`config.mk`:
```
export PLATFORM = sky130hd
export DESIGN_NAME = pc_sequencer
export DESIGN_NICKNAME = d
export VERILOG_FILES = /design/src/rtl/pc_seq_pkg.sv /design/src/rtl/pc_ret_stack.sv /design/src/rtl/pc_sequencer.sv
export SDC_FILE = /design/constraint.sdc
export NUM_CORES = 1
export LEC_CHECK = 0
export CAP_MARGIN = 20
export CORE_ASPECT_RATIO = 0.5
export CORE_MARGIN = 2
export CORE_UTILIZATION = 46
export CTS_CLUSTER_SIZE = 10
export DETAILED_ROUTE_END_ITERATION = 10
export PLACE_DENSITY = 0.83
export SYNTH_ARGS = -nofsm -noshare
export SYNTH_HDL_FRONTEND = slang
export SYNTH_SLANG_ARGS = --single-unit
```
`constraint.sdc`:
```
create_clock -name CLK -period 5.03 [get_ports CLK]
set_input_delay 1.006 -clock CLK [delete_from_list [all_inputs] [get_ports CLK]]
set_output_delay 1.006 -clock CLK [all_outputs]
set_load 0.02 [all_outputs]
```
`src/rtl/pc_seq_pkg.sv`:
```
// Shared types and helpers for the LEGv8 program-counter sequencer.
package pc_seq_pkg;

    typedef enum logic [1:0] {
        SEQ,
        IMM,
        REG,
        RAS
    } next_src_e;

    localparam int unsigned PC_MAX_WIDTH   = 64;
    localparam int unsigned DEF_INST_BYTES = 4;
    localparam int unsigned ALIGN_BITS     = $clog2(DEF_INST_BYTES);

    // PC-relative target; bits shifted past the top are dropped by the fixed width.
    function automatic logic [PC_MAX_WIDTH-1:0] imm_target(
        input logic [PC_MAX_WIDTH-1:0] pc,
        input logic [PC_MAX_WIDTH-1:0] imm,
        input int unsigned             shift
    );
        return pc + (imm << shift);
    endfunction

endpackage

```
`src/rtl/pc_ret_stack.sv`:
```
// Circular return-address stack: oldest entry is overwritten when full.
module pc_ret_stack #(
    parameter int DEPTH = 4,
    parameter int WIDTH = 64
) (
    input  logic             clk,
    input  logic             rst_i,
    input  logic             push_i,
    input  logic             pop_i,
    input  logic [WIDTH-1:0] push_data_i,
    output logic [WIDTH-1:0] top_o,
    output logic             empty_o
);

    localparam int PTR_W = $clog2(DEPTH);
    localparam int CNT_W = $clog2(DEPTH + 1);

    logic [WIDTH-1:0] mem_q [DEPTH];
    logic [PTR_W-1:0] sp_q, sp_d, top_idx;
    logic [CNT_W-1:0] count_q, count_d;
    logic             pop_eff;

    assign top_idx = sp_q - PTR_W'(1);
    assign empty_o = (count_q == '0);
    assign top_o   = mem_q[top_idx];
    assign pop_eff = pop_i & ~empty_o;

    always_comb begin
        // NOTE: defaults first so every path assigns the next state and no latch is inferred.
        sp_d    = sp_q;
        count_d = count_q;
        if (pop_eff && !push_i) begin
            sp_d    = top_idx;
            count_d = count_q - CNT_W'(1);
        end else if (push_i && !pop_eff) begin
            sp_d = sp_q + PTR_W'(1);
            if (count_q != CNT_W'(DEPTH)) begin
                count_d = count_q + CNT_W'(1);
            end
        end
    end

    always_ff @(posedge clk) begin
        // NOTE: non-blocking assignments keep register updates order-independent.
        if (rst_i) begin
            sp_q    <= '0;
            count_q <= '0;
        end else begin
            sp_q    <= sp_d;
            count_q <= count_d;
        end
    end

    // NOTE: entries are not reset; count guards every read of a stale slot.
    always_ff @(posedge clk) begin
        if (!rst_i && push_i) begin
            mem_q[pop_eff ? top_idx : sp_q] <= push_data_i;
        end
    end

endmodule

```
`src/rtl/pc_sequencer.sv`:
```
// Registered LEGv8 program counter with next-PC selection and alignment fault.
// Optional return-address stack enabled by defining PC_SEQUENCER_RAS_EN.
module pc_sequencer
    import pc_seq_pkg::*;
#(
    parameter int                  PC_WIDTH   = 64,
    parameter logic [PC_WIDTH-1:0] RESET_PC   = '0,
    parameter int                  INST_BYTES = DEF_INST_BYTES,
    parameter int                  IMM_SHIFT  = 2,
    parameter int                  RAS_DEPTH  = 4
) (
    input  logic                CLK,
    input  logic                Reset,
    input  logic                FetchReady,
    input  logic                Stall,
    input  logic [PC_WIDTH-1:0] SignExtImm,
    input  logic [PC_WIDTH-1:0] RegTarget,
    input  logic                Branch,
    input  logic                BranchInv,
    input  logic                Uncondbranch,
    input  logic                BranchReg,
    input  logic                Link,
    input  logic                RetHint,
    input  logic                ALUZero,
    output logic [PC_WIDTH-1:0] CurrentPC,
    output logic                PCValid,
    output logic [PC_WIDTH-1:0] NextPC,
    output logic [PC_WIDTH-1:0] LinkAddr,
    output logic                Taken,
    output logic                AlignFault
);

    localparam logic [PC_WIDTH-1:0] ALIGN_MASK = PC_WIDTH'(INST_BYTES - 1);

    logic [PC_WIDTH-1:0] pc_q, pc_d;
    logic                valid_q;
    logic                fault_q, fault_d;
    logic                advance;
    logic [PC_WIDTH-1:0] imm_tgt;
    logic [PC_WIDTH-1:0] ras_top;
    logic                ras_hit;
    next_src_e           src;

    assign advance  = valid_q & FetchReady & ~Stall;
    assign LinkAddr = pc_q + PC_WIDTH'(INST_BYTES);
    assign imm_tgt  = PC_WIDTH'(imm_target(PC_MAX_WIDTH'(pc_q), PC_MAX_WIDTH'(SignExtImm),
                                           IMM_SHIFT));

`ifdef PC_SEQUENCER_RAS_EN
    logic ras_empty;

    pc_ret_stack #(
        .DEPTH (RAS_DEPTH),
        .WIDTH (PC_WIDTH)
    ) u_ret_stack (
        .clk         (CLK),
        .rst_i       (Reset),
        .push_i      (advance & Link),
        .pop_i       (advance & BranchReg & RetHint),
        .push_data_i (LinkAddr),
        .top_o       (ras_top),
        .empty_o     (ras_empty)
    );

    assign ras_hit = RetHint & ~ras_empty;
`else
    logic unused_ras_ctrl;

    assign unused_ras_ctrl = RetHint ^ Link;
    assign ras_top         = '0;
    assign ras_hit         = 1'b0;
`endif

    always_comb begin
        src = SEQ;
        if (BranchReg) begin
            src = ras_hit ? RAS : REG;
        end else if (Uncondbranch || (Branch && (ALUZero ^ BranchInv))) begin
            src = IMM;
        end

        unique case (src)
            IMM:     NextPC = imm_tgt;
            REG:     NextPC = RegTarget;
            RAS:     NextPC = ras_top;
            default: NextPC = LinkAddr;
        endcase
        Taken = (src != SEQ);

        // A misaligned target is forced onto the instruction grid and latched as a fault.
        pc_d    = pc_q;
        fault_d = fault_q;
        if (advance) begin
            pc_d = NextPC & ~ALIGN_MASK;
            if ((NextPC & ALIGN_MASK) != '0) begin
                fault_d = 1'b1;
            end
        end
    end

    always_ff @(posedge CLK) begin
        if (Reset) begin
            pc_q    <= RESET_PC;
            valid_q <= 1'b0;
            fault_q <= 1'b0;
        end else begin
            pc_q    <= pc_d;
            valid_q <= 1'b1;
            fault_q <= fault_d;
        end
    end

    assign CurrentPC  = pc_q;
    assign PCValid    = valid_q;
    assign AlignFault = fault_q;

endmodule

```
==> impl_metrics.ini <==
[global_route]
antenna_found_initial = 1
grt_pass1_vias = 12602
grtUsageTotal_pct = 44.0
wire_length_of_the_first_global_routing_pass_mm = 68.8
grt.overflow.total = 0
grt_max_degree = 53

[cts]
clock_tree.buffer_depth = 2
cts_tree = yes
htreeDepth = 3
clkTransAtPathRegs_ns = 0.06
source_to_sink_clock_delay_at_the_later_pin_of_the_worst_skew_pair_ns = 0.36
numCtsBuffers = 9
hold_buffers = 0
cts_root_buffer = clkbuf_16
cts_sinks = 64

[detailed_routing]
final_antenna_net_count = 0
detailedRoute.firstPassIterationCount = 6
number_of_drc_markers_in_iteration_0 = 1478
dr_total_vias = 13245
number_of_remaining_drc_errors = 0
wl_mm = 47.0
drt-vias-per-instance = 6.27
wl_per_cell_um = 22.3

[die]
floorplan.initialDensity_pct = 47.3
floorplan.die.width_um = 199
number_of_i_o_pins = 334
std_cell_rows = 35
core_area_mm2 = 0.0185
fp.dieArea_mm2 = 0.0202
die_h_um = 101

[critical_path]
timing.critical_path.fanout_max = 5
worstSetupStartpointType = input pin
worst_ep_arrival_time_ns = 4.12
crit_required_ns = 4.02
critPathKind = input pin to output port
cp-end-kind = output port

[synth]
synth_top_cells_by_area = dfxtp_1 15%, ha_1 8.9%, nand2_1 7.3%, a21oi_1 7.0%, xnor2_1 6.3%
synth_commonest_cells = 171 x nand2_1, 122 x a21oi_1, 118 x nor2_1
synth.yosys.seq_area_share_pct = 14.7
post-synth-top-area-cell = dfxtp_1
synth_area_per_cell_um2 = 6.90
synth-main-ff-cell = dfxtp_1
synthesis.yosys.warnings = 0
synth-async-reset-ratio_pct = 0
yosys.area.top_type_share_pct = 14.7
syn-cell-area_mm2 = 0.00873
synth-edff-count = 0
netlist_instances = 1265
yosys.cell_count.top_type = nand2_1
post_synth_num_cell_types = 83
synth.ff_latch_count = 64

[run_status]
outcome = complete, but fails checks
violations = negative setup slack

[sta]
slew_at_the_pin_with_the_worst_max_slew_slack_ns = 1.06
max-slew-margin-rel_pct = 29.5
worst_hold_slack_ns = 0.466
fin_crit_ns = 5.13
final-max-slew-violation-count = 0
layout_setup_ws_ns = -0.0960
tns_ns = -0.212
min_period_over_period_pct = 102
fmax_mhz = 195
finClkSkew_ns = 0.00676
hold_viol_final = 0
setup_violations = 4
unrepaired_setup_endpoints_after_global_routing = true

[final_layout]
fraction_of_the_core_area_covered_by_cells_at_the_end_of_the_flow_pct = 83.8
nNetsFinal = 2049
drive_above_1_share_pct = 28.2
final-instance-count-excl-fill = 2111
insertedDiodeCount = 0
fill_cells = 1127
area.growth.synth_to_final_pct = 77.2

[pwr]
switching_share_pct = 40.5
clock_power_share_pct = 26.1
power.share.sequential_pct = 21.7
ir_drop_uv = 154
p_sw_mw = 1.06
power.combinational.fraction_pct = 52.2
internal_power_mw = 1.56
power_density_mw_per_mm2 = 169
power.leakage_nw = 6.76

[placed_design]
placed_cells = 2062
detailed_place_hpwl_mm = 34.7
gpl.final_weighted_congestion = 0.979
placement.setup.worst_slack_ns = -0.930
io_buffer_count = 325

[worst_hold_path]
hp-class = flop to flop

[run]
timing.max_cap.violations = 0
[kinds of logic after synthesis]
group	after synthesis	share of synthesized area (%)
AO/OA/AOI/OAI	396	30.0
XOR/XNOR	100	10.2
adder cells (fa/ha/maj)	63	9.11
buffers and inverters	99	4.50
flip-flops	64	14.7
multiplexers	22	2.68
other	1	0.0429
AND/OR/NAND/NOR	520	28.8
[final timing paths]
kind	endpoint	cells past startpoint	slack, ns	from
setup / recovery	NextPC[37]	15	-0.1	SignExtImm[22]
hold / removal	AlignFault$_SDFFE_PP0P_	2	0.47	AlignFault$_SDFFE_PP0P_
setup reg to reg	CurrentPC[63]$_SDFFE_PP0P_	13	1.19	CurrentPC[17]$_SDFFE_PP0P_
hold reg to reg	AlignFault$_SDFFE_PP0P_	2	0.47	AlignFault$_SDFFE_PP0P_
[routing by layer]
metal | up-vias | global-route usage (%) | part of all wire [%]
met5 | - | 0 | 0
met3 | 185 | 8.69 | 12
met4 | 0 | 18.7 | 4.2
met2 | 1005 | 71.4 | 45
li1 | 5807 | - | -
met1 | 6248 | 57.6 | 39
[worst max-delay path, stage by stage]
cell             delay (ns)
clkdlybuf4s50_1        0.42
ha_1                   0.37
a21oi_1                0.31
o21ai_2                0.14
nand2b_1               0.20
a21oi_2                0.29
buf_4                  0.17
nor3_1                 0.04
a21boi_0               0.21
buf_4                  0.17
buf_4                  0.11
xnor2_1                0.07
a222oi_1               0.33
inv_1                  0.09
buf_4                  0.17
[state kept, by name, indices dropped and copies added (netlist names)]
signal and count:
PCValid 1, CurrentPC 62, AlignFault 1
[through the flow]
step	total power [mW]	cell area [um^2]
3_3_place_gp	1.79	14200
4_1_cts	2.53	15100
2_1_floorplan	1.16	8750
6_report	2.62	15500
3_5_place_dp	1.82	14200
5_1_grt	2.69	15500
[layout by cell type (no fill, tap or decap), types with 26 or more instances in the layout]
cell type	instances
a21o_1	39
o21ai_0	34
nor3_1	26
ha_1	34
and3_1	29
xor2_1	34
nor2_1	112
ha_4	27
nand4_1	27
o21a_1	29
nand3_1	53
dfxtp_1	64
a21oi_1	102
buf_4	317
nand2_1	169
clkdlybuf4s50_1	249
xnor2_1	62
[cell type report]
type	count	area (um^2)	area share (%)
inverters	27	101	0.655
clock buffers	9	225	1.46
multi-input cells	1105	7920	51.2
flip-flops and latches	64	1280	8.28
clock inverters	7	72.6	0.469
well taps	259	324	2.09
repair buffers	640	5560	35.9
[repair_timing]
| item | CTS | global route |
|---|---|---|
| endpoints found under the hold margin | 0 | 0 |
| resized for setup | 246 | 99 |
| buffers inserted | 20 | 15 |
| setup endpoints to repair | 51 | 44 |
| pin swaps | 56 | 39 |
[power groups by stage]
stage | Combinational [mW] | Sequential [mW] | Clock, mW
after global routing | 1.43 | 0.569 | 0.693
after floorplan | 0.570 | 0.594 | 0
after global placement | 1.22 | 0.571 | 0
final | 1.37 | 0.567 | 0.684
after CTS | 1.29 | 0.564 | 0.672
after detailed placement | 1.25 | 0.572 | 0
No activity file was read; power rests on OpenSTA's default activity.
